`src/rtl/if_prefetch_stage_if.sv`:
```
// Bundle of pipeline-control, instruction-memory and IF/ID signals of the fetch stage.
// Latency: none (wires only).
// Backpressure: carried by hold_id (ID side) and the req/ready pair (memory side).
//
// master : fetch stage side (drives mem_req/mem_addr and the IF/ID outputs)
// slave  : environment side (pipeline control, instruction memory, ID stage)
interface if_prefetch_stage_if #(
    parameter int unsigned ADDR_W = 32,
    parameter int unsigned DATA_W = 32,
    parameter int unsigned DEPTH  = 4
);
    localparam int unsigned LVL_W = $clog2(DEPTH + 1);

    // pipeline control
    logic              redirect;
    logic [ADDR_W-1:0] redirect_target;
    logic              if_flush;
    logic              hold_id;
    // instruction memory port
    logic              mem_req;
    logic [ADDR_W-1:0] mem_addr;
    logic [DATA_W-1:0] mem_rdata;
    logic              mem_ready;
    // IF/ID register and queue status
    logic [ADDR_W-1:0] id_pc;
    logic [DATA_W-1:0] id_instr;
    logic              id_valid;
    logic [LVL_W-1:0]  fifo_level;

    modport master (
        input  redirect, redirect_target, if_flush, hold_id, mem_rdata, mem_ready,
        output mem_req, mem_addr, id_pc, id_instr, id_valid, fifo_level
    );

    modport slave (
        output redirect, redirect_target, if_flush, hold_id, mem_rdata, mem_ready,
        input  mem_req, mem_addr, id_pc, id_instr, id_valid, fifo_level
    );
endinterface

```
`src/rtl/if_prefetch_stage.sv`:
```
// Instruction fetch with a DEPTH-entry prefetch queue decoupling memory reads from ID stalls.
// Latency: mem_ready sampled at edge N queues the word at N; it reaches IF/ID at N+1 (no bypass).
// Backpressure: hold_id freezes IF/ID and stops pops; new reads are only issued while a slot is free.
//
// Ports: clk (rising edge), rst (async, active-high), bus = master side of if_prefetch_stage_if:
//   redirect/redirect_target, if_flush, hold_id in; mem_req/mem_addr out, mem_rdata/mem_ready in;
//   id_pc (fetch PC + 4), id_instr, id_valid, fifo_level out.
module if_prefetch_stage #(
    parameter int unsigned       ADDR_W    = 32,
    parameter int unsigned       DATA_W    = 32,
    parameter int unsigned       DEPTH     = 4,
    parameter logic [ADDR_W-1:0] RESET_PC  = '0,
    parameter logic [DATA_W-1:0] NOP_INSTR = DATA_W'(32'h5400_0000)
) (
    input  logic clk,
    input  logic rst,
    if_prefetch_stage_if.master bus
);
    localparam int unsigned      LVL_W   = $clog2(DEPTH + 1);
    localparam int unsigned      PTR_W   = $clog2(DEPTH);
    localparam logic [LVL_W-1:0] DEPTH_L = LVL_W'(DEPTH);

    typedef enum logic [1:0] {
        ST_REQ  = 2'd0,   // may issue a read when a queue slot is free
        ST_WAIT = 2'd1,   // read outstanding, data will be queued
        ST_DROP = 2'd2    // read outstanding but cancelled by a redirect
    } state_t;

    state_t            state_q, state_n;
    logic [ADDR_W-1:0] fetch_pc_q, fetch_pc_n;
    logic              mem_req_q, mem_req_n;
    logic [ADDR_W-1:0] mem_addr_q, mem_addr_n;
    logic              push;

    // queue storage and bookkeeping
    logic [ADDR_W-1:0] q_pc4   [DEPTH];
    logic [DATA_W-1:0] q_instr [DEPTH];
    logic              q_vld   [DEPTH];
    logic [PTR_W-1:0]  wr_ptr_q, rd_ptr_q;
    logic [LVL_W-1:0]  level_q;
    logic              pop;

    // IF/ID register
    logic [ADDR_W-1:0] id_pc_q;
    logic [DATA_W-1:0] id_instr_q;
    logic              id_valid_q;

    // ---------------------------------------------------------------- fetch FSM
    always_ff @(posedge clk or posedge rst) begin
        if (rst) begin
            state_q    <= ST_REQ;
            fetch_pc_q <= RESET_PC;
            mem_req_q  <= 1'b0;
            mem_addr_q <= RESET_PC;
        end else begin
            state_q    <= state_n;
            fetch_pc_q <= fetch_pc_n;
            mem_req_q  <= mem_req_n;
            mem_addr_q <= mem_addr_n;
        end
    end

    always_comb begin
        state_n    = state_q;
        fetch_pc_n = fetch_pc_q;
        mem_req_n  = 1'b0;
        mem_addr_n = mem_addr_q;   // address stays put until the next request
        push       = 1'b0;

        case (state_q)
            ST_REQ: begin
                // The level test uses the current occupancy, so a granted slot can
                // only grow (pops, flushes) before the data arrives: no overflow.
                if (bus.redirect) begin
                    fetch_pc_n = bus.redirect_target;
                end else if (level_q < DEPTH_L) begin
                    mem_req_n  = 1'b1;
                    mem_addr_n = fetch_pc_q;
                    state_n    = ST_WAIT;
                end
            end
            ST_WAIT: begin
                if (bus.redirect) begin
                    fetch_pc_n = bus.redirect_target;
                    // data arriving together with the redirect is simply not queued
                    state_n    = bus.mem_ready ? ST_REQ : ST_DROP;
                end else if (bus.mem_ready) begin
                    push       = 1'b1;
                    fetch_pc_n = fetch_pc_q + ADDR_W'(4);
                    state_n    = ST_REQ;
                end
            end
            ST_DROP: begin
                if (bus.redirect) begin
                    fetch_pc_n = bus.redirect_target;
                end
                // the cancelled read completes here; a coincident redirect has
                // already updated fetch_pc, so nothing else is outstanding
                if (bus.mem_ready) begin
                    state_n = ST_REQ;
                end
            end
            default: begin
                state_n = ST_REQ;
            end
        endcase
    end

    // ---------------------------------------------------------------- prefetch queue
    // A redirect empties the queue and blocks the pop in the same edge.
    assign pop = !bus.redirect && !bus.if_flush && !bus.hold_id && (level_q != '0);

    always_ff @(posedge clk) begin
        if (push) begin
            q_pc4[wr_ptr_q]   <= fetch_pc_q + ADDR_W'(4);
            // an all-zero word is replaced by a NOP and marked as not-from-memory
            q_instr[wr_ptr_q] <= (bus.mem_rdata == '0) ? NOP_INSTR : bus.mem_rdata;
            q_vld[wr_ptr_q]   <= (bus.mem_rdata != '0);
        end
    end

    always_ff @(posedge clk or posedge rst) begin
        if (rst) begin
            wr_ptr_q <= '0;
            rd_ptr_q <= '0;
            level_q  <= '0;
        end else if (bus.redirect) begin
            wr_ptr_q <= '0;
            rd_ptr_q <= '0;
            level_q  <= '0;
        end else begin
            if (push) begin
                wr_ptr_q <= wr_ptr_q + PTR_W'(1);
            end
            if (pop) begin
                rd_ptr_q <= rd_ptr_q + PTR_W'(1);
            end
            case ({push, pop})
                2'b10:   level_q <= level_q + LVL_W'(1);
                2'b01:   level_q <= level_q - LVL_W'(1);
                default: level_q <= level_q;
            endcase
        end
    end

    // ---------------------------------------------------------------- IF/ID register
    always_ff @(posedge clk or posedge rst) begin
        if (rst) begin
            id_pc_q    <= '0;
            id_instr_q <= NOP_INSTR;
            id_valid_q <= 1'b0;
        end else if (bus.if_flush) begin
            // flush wins over hold; the PC is left as is
            id_instr_q <= NOP_INSTR;
            id_valid_q <= 1'b0;
        end else if (bus.hold_id) begin
            id_pc_q    <= id_pc_q;
        end else if (pop) begin
            id_pc_q    <= q_pc4[rd_ptr_q];
            id_instr_q <= q_instr[rd_ptr_q];
            id_valid_q <= q_vld[rd_ptr_q];
        end else begin
            // nothing usable (empty queue or redirect edge): bubble
            id_instr_q <= NOP_INSTR;
            id_valid_q <= 1'b0;
        end
    end

    assign bus.mem_req    = mem_req_q;
    assign bus.mem_addr   = mem_addr_q;
    assign bus.id_pc      = id_pc_q;
    assign bus.id_instr   = id_instr_q;
    assign bus.id_valid   = id_valid_q;
    assign bus.fifo_level = level_q;

endmodule

```
`src/flat_wrapper.sv`:
```
// flat-port wrapper written by rule: the top's interface ports become plain ports
module if_prefetch_stage_flat 
#(
    parameter int unsigned       ADDR_W    = 32,
    parameter int unsigned       DATA_W    = 32,
    parameter int unsigned       DEPTH     = 4,
    parameter logic [ADDR_W-1:0] RESET_PC  = '0,
    parameter logic [DATA_W-1:0] NOP_INSTR = DATA_W'(32'h5400_0000)
)
  (clk, rst, bus_redirect, bus_redirect_target, bus_if_flush, bus_hold_id, bus_mem_rdata, bus_mem_ready, bus_mem_req, bus_mem_addr, bus_id_pc, bus_id_instr, bus_id_valid, bus_fifo_level);
  if_prefetch_stage_if #(.ADDR_W(ADDR_W), .DATA_W(DATA_W), .DEPTH(DEPTH)) bus_i ();
  input  logic clk;
  input  logic rst;
  input wire logic [$bits(bus_i.redirect)-1:0] bus_redirect;
  input wire logic [$bits(bus_i.redirect_target)-1:0] bus_redirect_target;
  input wire logic [$bits(bus_i.if_flush)-1:0] bus_if_flush;
  input wire logic [$bits(bus_i.hold_id)-1:0] bus_hold_id;
  input wire logic [$bits(bus_i.mem_rdata)-1:0] bus_mem_rdata;
  input wire logic [$bits(bus_i.mem_ready)-1:0] bus_mem_ready;
  output wire logic [$bits(bus_i.mem_req)-1:0] bus_mem_req;
  output wire logic [$bits(bus_i.mem_addr)-1:0] bus_mem_addr;
  output wire logic [$bits(bus_i.id_pc)-1:0] bus_id_pc;
  output wire logic [$bits(bus_i.id_instr)-1:0] bus_id_instr;
  output wire logic [$bits(bus_i.id_valid)-1:0] bus_id_valid;
  output wire logic [$bits(bus_i.fifo_level)-1:0] bus_fifo_level;
  assign bus_i.redirect = bus_redirect;
  assign bus_i.redirect_target = bus_redirect_target;
  assign bus_i.if_flush = bus_if_flush;
  assign bus_i.hold_id = bus_hold_id;
  assign bus_i.mem_rdata = bus_mem_rdata;
  assign bus_i.mem_ready = bus_mem_ready;
  assign bus_mem_req = bus_i.mem_req;
  assign bus_mem_addr = bus_i.mem_addr;
  assign bus_id_pc = bus_i.id_pc;
  assign bus_id_instr = bus_i.id_instr;
  assign bus_id_valid = bus_i.id_valid;
  assign bus_fifo_level = bus_i.fifo_level;
  if_prefetch_stage #(.ADDR_W(ADDR_W), .DATA_W(DATA_W), .DEPTH(DEPTH), .RESET_PC(RESET_PC), .NOP_INSTR(NOP_INSTR)) u_core (.clk(clk), .rst(rst), .bus(bus_i));
endmodule
```
`config.mk`:
```
export PLATFORM = sky130hd
export DESIGN_NAME = if_prefetch_stage_flat
export DESIGN_NICKNAME = d
export VERILOG_FILES = /design/src/rtl/if_prefetch_stage_if.sv /design/src/rtl/if_prefetch_stage.sv /design/src/flat_wrapper.sv
export SDC_FILE = /design/constraint.sdc
export NUM_CORES = 1
export LEC_CHECK = 0
export BUFFER_PORTS_ARGS = -buffer_cell sky130_fd_sc_hd__buf_2
export CAP_MARGIN = 20
export CORE_MARGIN = 1
export CORE_UTILIZATION = 50
export DETAILED_ROUTE_END_ITERATION = 10
export GPL_TIMING_DRIVEN = 1
export PLACE_DENSITY = 0.8
export SLEW_MARGIN = 20
export SYNTH_ARGS = -nofsm -noshare
export SYNTH_HDL_FRONTEND = slang
export SYNTH_SLANG_ARGS = --single-unit
```
`constraint.sdc`:
```
create_clock -name clk -period 4.8 [get_ports clk]
set_input_delay 0.72 -clock clk [delete_from_list [all_inputs] [get_ports clk]]
set_output_delay 0.72 -clock clk [all_outputs]
set_load 0.05 [all_outputs]
```
# Yosys cells after proc, flatten, opt, wreduce, memory -nomap -nowiden
# Memories as Yosys holds them, arrays and structs flattened. A register that Yosys moved wholly into a read port is not among the register bits.
# Index checks and enable logic that the tools add are counted.
# Widths: inputs -> output; s select.
[classes]
n_addsub = 5
magnitude_cmp = 1
eq_ne = 9
muxes = 31
bitwise_logic = 3
n_reduce_logical = 19
[ops]
columns = ["operator", "n"]
rows = [
  ["$mux 32", 7],
  ["$pmux 32 s2", 1],
  ["$add 32x3->32 const B", 1],
  ["$logic_not 32->1", 1],
  ["$reduce_bool 32->1", 1],
  ["$mux 2", 9],
  ["$mux 1", 11],
  ["$reduce_and 3->1", 3],
  ["$pmux 2 s3", 1],
  ["$pmux 3 s2", 1],
  ["$reduce_bool 2->1", 3],
  ["$reduce_bool 3->1", 2],
  ["$add 2x1->2 const B", 2],
  ["$eq 2x1->1 const B", 2],
  ["$eq 2x2->1 const B", 2],
  ["$ne 2x1->1 const B", 2],
  ["$ne 2x2->1 const B", 2],
  ["$add 3x1->3 const B", 1],
  ["$logic_and 1x1->1", 3],
  ["$logic_not 1->1", 3],
  ["$lt 3x3->1 const B", 1],
  ["$mux 3", 1],
  ["$ne 3x3->1 const B", 1],
  ["$not 1->1", 3],
  ["other kinds (4)", 4],
]
[totals]
ff_bits = 107
mem_bits_rw = 260
inputBits = 70
out_inout_bits = 101
n_memories = 3
[mem_list]
columns = ["name", "depth", "width", "rd", "rd_ports_with_merged_regs", "wr", "line", "text"]
rows = [
  ["u_core.q_instr", 4, 32, 1, 0, 1, "if_prefetch_stage.sv:37", "logic [DATA_W-1:0] q_instr [DEPTH];"],
  ["u_core.q_pc4", 4, 32, 1, 1, 1, "if_prefetch_stage.sv:36", "logic [ADDR_W-1:0] q_pc4 [DEPTH];"],
  ["u_core.q_vld", 4, 1, 1, 0, 1, "if_prefetch_stage.sv:38", "logic q_vld [DEPTH];"],
]

# Logic depth before layout (Yosys ltp)
[logic_depth]
ltp_word = 7
mapped_depth = 10

# Worst setup path after synthesis
# No wires, ideal clock.
[synth_path]
path_kind = "input-to-reg"
from = "input bus_redirect"
to = "memory u_core.q_instr[0][0], enable pin"
setup_ns = 0.430
t_arrival_ns = 2.872
required_time_ns = 4.370
slack_ns = 1.498
stages = 4
path_buffers = 2
cell_sequence = "clkbuf_1 -> clkbuf_1 -> nor3_1 -> and2_1"
[synth_via]
elab_chain_cells = 4
[synth_lines]
columns = ["item", "line", "text"]
rows = [
  ["start, declared", "flat_wrapper.sv:14", "input wire logic [$bits(bus_i.redirect)-1:0] bus_redirect;"],
  ["$mux 1", "if_prefetch_stage.sv:83", "if (bus.redirect) begin"],
  ["$mux 1", "if_prefetch_stage.sv:70", "case (state_q)"],
  ["$mux 1", "if_prefetch_stage.sv:114", "if (push) begin"],
  ["$mux 1", "if_prefetch_stage.sv:117", "q_instr[wr_ptr_q] <= (bus.mem_rdata == '0) ? NOP_INSTR : bus.mem_rdata;"],
  ["end, declared", "if_prefetch_stage.sv:37", ""],
]
# No other way between the ends.

# Worst setup path in the final report
[layout_path]
from = "register u_core.state_q[0]"
to = "memory u_core.q_pc4[0][19], enable pin"
[layout_via]
elab_chain_cells = 4
[layout_lines]
columns = ["item", "line", "text"]
rows = [
  ["start, declared", "if_prefetch_stage.sv:29", "state_t state_q, state_n;"],
  ["start signal, assigned", "if_prefetch_stage.sv:56", "state_q <= state_n;"],
  ["$eq 2x1->1", "if_prefetch_stage.sv:70", ""],
  ["$mux 1", "if_prefetch_stage.sv:70", ""],
  ["$mux 1", "if_prefetch_stage.sv:114", ""],
  ["$mux 1 (implied by the code)", "if_prefetch_stage.sv:115", "q_pc4[wr_ptr_q] <= fetch_pc_q + ADDR_W'(4);"],
  ["end, declared", "if_prefetch_stage.sv:36", ""],
]
# No other way between the ends.

==> summary.md <==
| Metric | Value |
|---|---|
| Status | completed |
| Synth top area share | 0.492 |
| Number of synthesized flops with an enable pin | 260 |
| Sequential element share of the synthesized area | 0.712 |
| IO Pins | approximately 170 |
| Mapped cell area | 15900 um2 |
| Adder-Cell Fraction of Synth Area | 0.00521 |
| Via/cell ratio | approximately 6.0 |
| Synthesized netlist cell count | 984 |
| Psw | 0.00286 W |
| First-pass GRT wire length | 55.9 mm |
| Final GP Congestion | 0.831 |
| Iter 0 DRT Violations | approximately 1100 |
| Synth Area in XOR/XNOR | 0.0171 |
| Clk root buf | clkbuf_16 |
| Synth async-reset ratio | 0.348 |
| Slew headroom | 0.268 |
| Lkg Pwr | 7.04 nW |
| Crit-path cells | nand2_1 -> nor3_1 -> and2_2 -> buf_4 |
| Switching share of power | 0.308 |
| Synth-to-Final Area Change | 16.9% |
| Cts repair resizes | 0 |
| MaxCap Viol Count | 0 |
| Commonest cells after routing, fill and taps aside | edfxtp_1, buf_2, dfrtp_1, nand2_1, mux4_2 |
| Vias after detailed routing | 9325 |
| DRC | 0 |
| Clock share of power | 0.367 |
| Fin Setup TNS | 0 ns |
| Placement Setup Slack | 1.75 ns |
| Pins Over Slew Limit | 0 |
| Post-synth net total | around 1100 |
| First drt pass iteration count | 5 |
| Tcrit/Tclk final | 0.575 |
| IO buf count | 170 |
| Maximum vdd ir drop | approximately 0.33 mV |
| Worst hold-check path type | input port to async pin |
| Post-CTS Setup Bufs | 0 |
| Internal power | 0.00644 W |
| Die H | 180 um |
| Syn. warnings | 0 |
| GRT Total Usage | 0.225 |
| Layout cells sized above 1 | 0.329 |
| Largest net degree at the start of global routing | 74 |
| Worst clock skew | just under 0.03 ns |
| Mux share of post-synthesis cell area | 0.118 |
| Total grt overflow | 0 |
| Inserted Diodes | 0 |
| Clk buf depth | 3 |
| Synth cell types | 51 |
| Yosys top cell by area | edfxtp_1 |
| Worst skew pair latency | 0.56 ns |
| Slowest cell delay on critical path | 0.76 ns |
| Pwr dens | 502 nW/um2 |
| Slew @ Worst Pin | 1.10 ns |
| Reg2reg setup slack | 2.04 ns |
| Hold_buf cts | 0 |
| Worst EP arrival | 2.94 ns |
| Critical path peak fanout | 30 |
| Tmin final | 2.76 ns |
| WS Path Type | register to register |
| Hold_ws | 0.299 ns |
| CP required | between 4 and 5 ns |
| Most common cell after layout, fill and taps aside | edfxtp_1 |
| Most area-consuming cells after synthesis | edfxtp_1, dfrtp_1, mux4_2 |
| Num CTS Buffers | between 40 and 50 |
| Post-synth top flop | edfxtp_1 |
| Die width | 180 um |
| Critical-path top delay cell | and2_2 |
| Largest family of logic cells by synthesized area | multiplexers |
| Gate power share | 0.178 |
| Max Clk Rate | 0.362 GHz |
| Compound-cell area share of the yosys netlist | 0.0546 |
| Cell row count | 64 |
| RSZ-0062 raised after global routing | no |
| Crit end category | register |
| Vias in the first global route | 9399 |
| Number of synthesized register bits | 399 |
| Startpoint types | register |
| Final worst-path setup slack | a little over 2 ns |
| Post-DRT Antenna Nets | 0 |
| Clk pin slew, worst setup/hold paths | around 0.06 ns |
| H-tree levels | 2 |
| Fin. Hold Viols | 0 |
| Synth Area in Simple Gates | 0.0703 |
| DRT Wirelength | 35.7 mm |
| Die area | 32400 um2 |
| # clock sinks | 399 |
| TritonCTS clock tree | yes |
| Final net count | 1207 |
| Final setup violating endpoints | 0 |
| Starting Density | 0.513 |
| Post-DR wirelength/cell | 22.9 um |
| Average size of a mapped cell | 16.1 um2 |
| Initial antenna violation count | 0 |
| Core Box Area | between 30000 and 40000 um2 |
| DP HPWL | between 20 and 25 mm |
| Sequential Power Share | 0.455 |
-- per-stage QoR --
step | total power (W) | cell area [um2] | util | instances
6_report | 0.00931 | 18500 | 0.600 | 1561
5_1_grt | 0.00960 | 18500 | 0.600 | 1561
4_1_cts | 0.00935 | 18500 | 0.600 | 1561
3_5_place_dp | 0.00594 | 17000 | 0.552 | 1483
3_3_place_gp | 0.00590 | 17000 | 0.552 | 1483
2_1_floorplan | 0.00546 | 15900 | - | 984
-- cell usage after synthesis, types with 12 or more instances --
master      n
mux4_2     66
nor2_1     23
clkbuf_1   69
a22o_1     30
mux2_2     34
nand2_1   128
edfxtp_1  260
nand3_1    19
a21oi_1    23
xnor2_1    25
dfrtp_1   136
o21ai_0    18
nand4_1    13
o22ai_1    12
-- power by group through the flow --
stage	clock network (W)	registers, W	logic (W)
floorplan	0	0.00497	0.000491
global placement	0	0.00428	0.00162
detailed placement	0	0.00429	0.00164
CTS	0.00345	0.00423	0.00167
global route	0.00359	0.00427	0.00174
finish	0.00342	0.00423	0.00166
-- registers in the layout (all words and copies together) (netlist names) --
signal / cells
u_core.bus.mem_addr: 32
u_core.q_vld: 4
u_core.bus.id_instr: 32
u_core.rd_ptr_q: 2
u_core.wr_ptr_q: 2
u_core.q_pc4: 128
u_core.bus.id_valid: 1
u_core.q_instr: 128
u_core.bus.id_pc: 32
u_core.state_q: 2
u_core.bus.fifo_level: 3
u_core.fetch_pc_q: 32
u_core.bus.mem_req: 1
-- kinds of logic (layout without fill, tap and decap cells) --
logic type,after synthesis,after routing
flip-flops,399,399
AND/OR/NAND/NOR,234,234
AO/OA/AOI/OAI,121,121
multiplexers,100,100
buffers and inverters,93,274
XOR/XNOR,31,31
adder cells (fa/ha/maj),6,6
-- critical path, delay by kind of cell (launching register included) --
kind / cells / cell delay [ns]
and+or+nand+nor: 3 / 1.37
DFF: 1 / 0.47
buffers and inverters: 1 / 0.51
-- layout make-up --
class	count	area, um2
Clock inverter	20	280
Tap cell	396	495
Sequential cell	399	11300
Fill cell	2220	12400
Clock buffer	58	1210
Timing Repair Buffer	188	986
Inverter	8	35.0
Multi-Input combinational cell	492	4240
-- metal layers --
layer / GRT usage / vias up / wire length [um]
li1: - / 4038 / -
met1: 0.316 / 4746 / 14900
met2: 0.353 / 463 / 17100
met3: 0.0426 / 78 / 2780
met4: 0.0844 / 0 / 983
met5: 0 / - / 0
-- worst paths after layout --
path                                            to            startpoint  depth (start not counted)
max                            u_core.q_pc4[0][19]     u_core.state_q[0]                          4
min                        u_core.bus.id_instr[11]                   rst                          2
max reg2reg                    u_core.q_pc4[0][19]     u_core.state_q[0]                          4
min reg2reg                   u_core.bus.id_pc[17]  u_core.bus.id_pc[17]                          2
max in group asynchronous      u_core.bus.id_pc[7]                   rst                          3
min in group clk                 u_core.state_q[1]         bus_mem_ready                          2
Note: power is estimated with default switching activity, not from simulation.
